<file path="config.mk">
export PLATFORM = sky130hd
export DESIGN_NAME = sar_adc_ctrl
export DESIGN_NICKNAME = d
export VERILOG_FILES = /design/src/rtl/sar_adc_ctrl.sv
export SDC_FILE = /design/constraint.sdc
export NUM_CORES = 1
export LEC_CHECK = 0
export BUFFER_PORTS_ARGS = -buffer_cell sky130_fd_sc_hd__buf_2
export CORE_MARGIN = 5
export CORE_UTILIZATION = 45
export CTS_BUF_LIST = sky130_fd_sc_hd__clkbuf_16
export CTS_CLUSTER_DIAMETER = 80
export DETAILED_ROUTE_END_ITERATION = 8
export PLACE_DENSITY = 0.69
export RECOVER_POWER = 50
export SLEW_MARGIN = 20
export SYNTH_ARGS = -nofsm -noshare
export SYNTH_HDL_FRONTEND = slang
export SYNTH_SLANG_ARGS = --single-unit
</file>
<file path="constraint.sdc">
create_clock -name i_clk -period 6.45 [get_ports i_clk]
set_input_delay 0.645 -clock i_clk [delete_from_list [all_inputs] [get_ports i_clk]]
set_output_delay 0.645 -clock i_clk [all_outputs]
set_load 0.02 [all_outputs]
</file>
<file path="src/rtl/sar_adc_ctrl.sv">
// ---------------------------------------------------------------------------
// sar_adc_ctrl
// Successive-approximation control FSM for an 8-bit SAR ADC. It drives the
// track/hold switch and the DAC trial code, samples the analog comparator
// once per bit, and registers the final code with a one-cycle done pulse.
//
// Ports:
//   i_clk        system clock, all logic on the rising edge
//   i_rst        synchronous active-high reset
//   i_start      conversion request, level-sampled in IDLE or DONE only
//   i_comp_in    comparator output, 1 when Vin >= Vdac(o_dac_code)
//   o_sample     track/hold control, 1 = track
//   o_dac_code   current trial code to the DAC
//   o_busy       high while sampling or trialling bits
//   o_result     last completed conversion code
//   o_done       one-cycle pulse, o_result valid in the same cycle
// ---------------------------------------------------------------------------
module sar_adc_ctrl #(
    parameter int WIDTH         = 8,
    parameter int SAMPLE_CYCLES = 4,
    parameter int SETTLE_CYCLES = 2
) (
    input  logic             i_clk,
    input  logic             i_rst,
    input  logic             i_start,
    input  logic             i_comp_in,
    output logic             o_sample,
    output logic [WIDTH-1:0] o_dac_code,
    output logic             o_busy,
    output logic [WIDTH-1:0] o_result,
    output logic             o_done
);

    localparam int CNT_W = 8;
    localparam int BIT_W = (WIDTH > 1) ? $clog2(WIDTH) : 1;

    typedef enum logic [1:0] {
        ST_IDLE,
        ST_SAMPLE,
        ST_TRIAL,
        ST_DONE
    } state_t;

    state_t           r_state;
    logic [CNT_W-1:0] r_cnt;
    logic [BIT_W-1:0] r_bit;

    logic [WIDTH-1:0] w_mask;
    logic [WIDTH-1:0] w_kept;

    // The bit currently under trial, and the trial code after the comparator
    // has decided whether that bit stays set.
    assign w_mask = WIDTH'(1) << r_bit;
    assign w_kept = i_comp_in ? o_dac_code : (o_dac_code & ~w_mask);

    // Single registered FSM; every output is a register so nothing from the
    // inputs reaches the outputs combinationally. o_done defaults low so it
    // only ever pulses for the one cycle spent in DONE.
    always_ff @(posedge i_clk) begin
        if (i_rst) begin
            r_state    <= ST_IDLE;
            r_cnt      <= '0;
            r_bit      <= '0;
            o_sample   <= 1'b0;
            o_dac_code <= '0;
            o_busy     <= 1'b0;
            o_result   <= '0;
            o_done     <= 1'b0;
        end else begin
            o_done <= 1'b0;
            case (r_state)
                ST_IDLE: begin
                    if (i_start) begin
                        r_state  <= ST_SAMPLE;
                        r_cnt    <= CNT_W'(SAMPLE_CYCLES - 1);
                        o_sample <= 1'b1;
                        o_busy   <= 1'b1;
                    end
                end

                ST_SAMPLE: begin
                    if (r_cnt == '0) begin
                        r_state    <= ST_TRIAL;
                        r_bit      <= BIT_W'(WIDTH - 1);
                        r_cnt      <= CNT_W'(SETTLE_CYCLES - 1);
                        o_sample   <= 1'b0;
                        o_dac_code <= WIDTH'(1) << (WIDTH - 1);
                    end else begin
                        r_cnt <= r_cnt - 1'b1;
                    end
                end

                ST_TRIAL: begin
                    if (r_cnt != '0) begin
                        r_cnt <= r_cnt - 1'b1;
                    end else if (r_bit != '0) begin
                        // Bit decided; move on and set the next lower bit as
                        // the new trial.
                        r_bit      <= r_bit - 1'b1;
                        r_cnt      <= CNT_W'(SETTLE_CYCLES - 1);
                        o_dac_code <= w_kept | (w_mask >> 1);
                    end else begin
                        r_state    <= ST_DONE;
                        o_dac_code <= w_kept;
                        o_result   <= w_kept;
                        o_busy     <= 1'b0;
                        o_done     <= 1'b1;
                    end
                end

                ST_DONE: begin
                    // A held start chains straight into the next sample
                    // phase without passing through IDLE.
                    o_dac_code <= '0;
                    if (i_start) begin
                        r_state  <= ST_SAMPLE;
                        r_cnt    <= CNT_W'(SAMPLE_CYCLES - 1);
                        o_sample <= 1'b1;
                        o_busy   <= 1'b1;
                    end else begin
                        r_state <= ST_IDLE;
                    end
                end

                default: begin
                    r_state    <= ST_IDLE;
                    o_sample   <= 1'b0;
                    o_busy     <= 1'b0;
                    o_dac_code <= '0;
                end
            endcase
        end
    end

endmodule

</file>
## Word-level counts from Yosys, hierarchy flattened

Cells that the tools add are included.

- Register bits after elaboration: 32
- Input port bits: 4
- Output and inout bits: 19

- Add/subtract/negate cells: 2
- Eq/ne operators: 10
- Shifts and indexed selects: 1
- Mux-type cells: 27
- Bitwise operators: 6
- Reduce and logical (&&, ||, !) cells: 17

Operators by type and width:

| operator | count |
|---|---|
| 8-bit 2-to-1 mux | 8 |
| 8-bit one-hot mux with 3 select lines | 2 |
| 4-bit AND reduction | 3 |
| 2-bit != test (second input constant) | 5 |
| 3-bit 2-to-1 mux | 3 |
| 3-bit AND reduction | 3 |
| 8-bit bitwise AND | 1 |
| 8-bit logical NOT | 1 |
| 2-bit 2-to-1 mux | 4 |
| 8-bit inverter | 1 |
| 8-bit by 7-bit bitwise OR with 8-bit output | 1 |
| 2-bit one-hot mux with 4 select lines | 1 |
| 8-bit nonzero test | 1 |
| 1-bit by 3-bit left shift with 8-bit output (first input constant) | 1 |
| 8-bit by 1-bit subtractor with 8-bit output (second input constant) | 1 |
| 1-bit 2-to-1 mux | 6 |
| 3-bit one-hot mux with 2 select lines | 1 |
| 2-bit nonzero test | 3 |
| 3-bit nonzero test | 2 |
| 2-bit == test (second input constant) | 2 |
| 1-bit one-hot mux with 2 select lines | 2 |
| 3-bit != test (second input constant) | 1 |
| 1-bit inverter | 3 |
| 3-bit OR reduction | 1 |
| 6 further kinds | 6 |

## Logic depth before layout (Yosys ltp)

- Depth after elaboration: 8
- Gate-level depth with buffers: 8

## Least setup slack after synthesis

OpenSTA, ideal clock, no wires.

- Kind: register -> register
- Start: register r_state[0]
- End: register r_state[0]
- Data arrival time: 2.099 ns
- Data required time: 6.364 ns
- Slack: 4.264 ns
- Cell stages (with the launch flop): 8
- Period minus slack after synthesis: 2.186 ns
- Path through: dfxtp_1 inv_1 ha_1 clkbuf_1 or4b_2 o21a_1 a221o_1 a221oi_2

- Longest elaborated chain between the ends: 3
- Elaborated cells between the ends (all ways): 10
- Those cells by class: eq/ne: 7; mux: 1; reduce/logical: 2

RTL lines:

| what | line | RTL |
|---|---|---|
| start: declaration | 44 | `state_t r_state;` |
| start signal: assignment | 61 | `r_state <= ST_IDLE;` |
| start signal: assignment | 74 | `r_state <= ST_SAMPLE;` |
| start signal: assignment | 83 | `r_state <= ST_TRIAL;` |
| 2-bit == test, or another cell as far along | 71 | `case (r_state)` |
| 2-bit != test (no source line) | - |  |
| 4-bit AND reduction (no source line) | - |  |

Several ways; a longest one is shown, not always the timed one.
A chain may end at the register's enable or synchronous reset.

## Final worst setup path

Ends and elaborated chain as after synthesis.

==> flow_summary.ini <==
[global_route]
grt_pass1_wl_um = 6910
antenna_found_initial = 0
grtUsageTotal = 0.165
overflow = 0
grt_pass1_vias = 1450
grt_max_degree = 34

[cts]
path_clk_slew_ps = 60
insertion_delay_ps = 280
cts-resized-gates = 0
cts.path.max_buffers = 2
cts-root-buf = clkbuf_16
postCtsSetupBuffers = 0
cts_tree = done
cts.sinks = 32
h-tree-depth = 2
cts_buffers = 5
holdBufCountCts = 0

[routing]
drc = 0
ant_nets = 0
avgRoutedWirePerCell_um = 14.8
viasPerCell = 5.82
vias = 1648
wl_um = 4180
first_pass_iters = 4
drt_iter0_drc = 99

[floorplanning]
boundaryPins = 23
start_util = 0.456
die_y_um = 73.2
die_area_um2 = 5360
rows = 23
die_w_um = 73.2
core_um2 = 3940

[layout]
fin_util = 0.526
final_common_cell = dfxtp_1
drive_gt1_frac = 0.0944
fillCellCount = 376
n_antenna_cell = 0
areaGrowthSynthToFinish_pct = 15.4
layout.nets = 248
final_cell_mix = 32 x dfxtp_1, 20 x a21oi_1, 19 x clkbuf_1, 17 x nand2_1, 16 x o21ai_0

[worst_setup_path]
cp.arrival_ps = 2630
worstSetupPathType = register to register
start_kind = register
cp_slowest_cell = or4b_2
critical_path_required_ps = 6640
path_max_fanout = 18
startpoint = r_state[0]$_SDFFE_PP0P_
cpPeakStageDelay_ps = 700
r2r_cells = 6
cp-endpoint = r_state[0]$_SDFFE_PP0P_
reg2reg_slack_ps = 4010
cp_top_family = compound AO/OA/AOI/OAI gates
cp-end-kind = register
path_cells = inv_1 > ha_1 > or4b_2 > o21a_1 > a221o_1 > a221oi_2
regToRegEndpoint = r_state[0]$_SDFFE_PP0P_
critPathBufInv = 1
cp.depth = 6
r2r_start = r_state[0]$_SDFFE_PP0P_

[sta]
slew-limit-headroom = 0.396
max_freq_ghz = 0.410
tns_ps = 0
slew_viol_final = 0
setup_slack_ps = 4010
rsz0062_at_grt = no
post-route-min-period_ps = 2440
worstMarginPinSlew_ps = 898
finClkSkew_ps = 3.97
fin_crit_sh = 0.378
setup_viol = 0
holdWs_ps = 451
hold_viol_final = 0

[yosys]
yosys_warnings = 0
ys_types = 48
syn_area_um2 = 1800
syn_inst = 214
synthFlopType = dfxtp_1
synth.avg_cell_area_um2 = 8.40
ys_seq_elements = 32
synth_nets = 230
synthArstFlopShare = 0
synth_edf_count = 0
ys_seq_area_frac = 0.356

[pwr]
leakagePower_nw = 0.726
vdd_drop_max_mv = 0.270
powerDensity_nw_per_um2 = 522

[job]
max-cap-violations = 0

[placement]
io_buffers = 22
gp_congestion = 0.856
place_ws_ps = 3750
dp_hpwl_um = 2880

[hold_path]
hp-class = register to register

[run_status]
status = finished clean
layer usage:
| metal | vias up | track usage | routed length (um) |
|---|---|---|---|
| li1 | 837 | - | - |
| met1 | 777 | 0.230 | 2070 |
| met2 | 27 | 0.246 | 1900 |
| met3 | 7 | 0.0413 | 145 |
| met4 | 0 | 0.0553 | 57 |
| met5 | - | 0 | 0 |
Yosys cell counts (all sizes together) (2+ instances only):
| library cell | n | area, um^2 |
|---|---|---|
| nor2b | 3 | 18.8 |
| or2 | 3 | 18.8 |
| a31oi | 3 | 18.8 |
| ha | 12 | 150 |
| o2111ai | 5 | 43.8 |
| a21boi | 7 | 52.6 |
| buf | 3 | 15.0 |
| o21ai | 16 | 80.1 |
| dfxtp | 32 | 641 |
| nand2b | 3 | 18.8 |
| nor2 | 10 | 37.5 |
| nand2 | 17 | 63.8 |
| nor3b | 2 | 15.0 |
| and2 | 3 | 18.8 |
| a2111o | 2 | 22.5 |
| a311oi | 4 | 35.0 |
| or4 | 3 | 22.5 |
| a221oi | 2 | 23.8 |
| inv | 11 | 41.3 |
| o21a | 2 | 15.0 |
| nand4 | 2 | 12.5 |
| or3b | 2 | 17.5 |
| nor3 | 5 | 25.0 |
| o31ai | 3 | 22.5 |
| a21oi | 20 | 100 |
| clkbuf | 8 | 30.0 |
| a211oi | 6 | 45.0 |
| or3 | 4 | 31.3 |
| nand3 | 5 | 25.0 |
stage by stage:
stage,area [um^2],instances,power [mW]
after floorplan,1800,214,0.706
after global placement,1930,275,0.813
after detailed placement,1930,275,0.810
after CTS,2090,283,1.08
after global routing,2070,283,1.16
final,2070,283,1.08
area by class of cell:
cell class / count / area, um^2 / share of cell area
inverters: 11 / 41.3 / 0.0199
repair buffers: 22 / 86.3 / 0.0416
flip-flops and latches: 32 / 641 / 0.309
well taps: 50 / 62.6 / 0.0302
clock buffers: 5 / 125 / 0.0603
multi-input cells: 160 / 1080 / 0.519
clock inverters: 3 / 42.5 / 0.0205
where the power goes:
group / total (mW) / switching, mW / internal [mW] / leakage [nW]
sequential: 0.286 / 0.0463 / 0.240 / 0.260
clock: 0.269 / 0.0873 / 0.181 / 0.0798
combinational: 0.529 / 0.336 / 0.193 / 0.386
total: 1.08 / 0.469 / 0.614 / 0.726
worst register-to-register path: cells and delay by family (launching register included):
| kind | cells | cell delay, ps |
|---|---|---|
| adder cells (fa/ha/maj) | 1 | 430 |
| AND/OR/NAND/NOR | 1 | 700 |
| buffers and inverters | 1 | 130 |
| flip-flops | 1 | 380 |
| AO/OA/AOI/OAI | 3 | 720 |
sequential cells by signal, summed over array words and instances, names as in the netlist:
register and cells:
o_done 1, o_sample 1, r_cnt 8, o_dac_code 8, r_state 2, o_result 8
r_bit 3, o_busy 1
kinds of logic (layout without fill, tap and decap cells):
| group | count (synthesis) | after routing | share of synthesized area |
|---|---|---|---|
| simple gates | 67 | 67 | 0.204 |
| buf+inv | 22 | 41 | 0.0480 |
| fa+ha+maj | 12 | 12 | 0.0835 |
| mux | 1 | 1 | 0.00557 |
| compound gates | 79 | 79 | 0.298 |
| flops | 32 | 32 | 0.356 |
| xor+xnor | 1 | 1 | 0.00487 |
how the worst min path moves through the flow:
stage / start / slack (ps) / depth (start not counted) / to
3_5_place_dp: o_result[0]$_SDFFE_PP0P_ / 440 / 2 / o_result[0]$_SDFFE_PP0P_
5_1_grt: o_result[2]$_SDFFE_PP0P_ / 470 / 2 / o_result[2]$_SDFFE_PP0P_
3_3_place_gp: o_result[0]$_SDFFE_PP0P_ / 440 / 2 / o_result[0]$_SDFFE_PP0P_
4_1_cts: o_result[0]$_SDFFE_PP0P_ / 450 / 2 / o_result[0]$_SDFFE_PP0P_
2_1_floorplan: r_cnt[5]$_SDFFE_PP0P_ / 460 / 2 / r_cnt[5]$_SDFFE_PP0P_
6_report: o_result[0]$_SDFFE_PP0P_ / 450 / 2 / o_result[0]$_SDFFE_PP0P_
No activity file was read; power rests on OpenSTA's default activity.
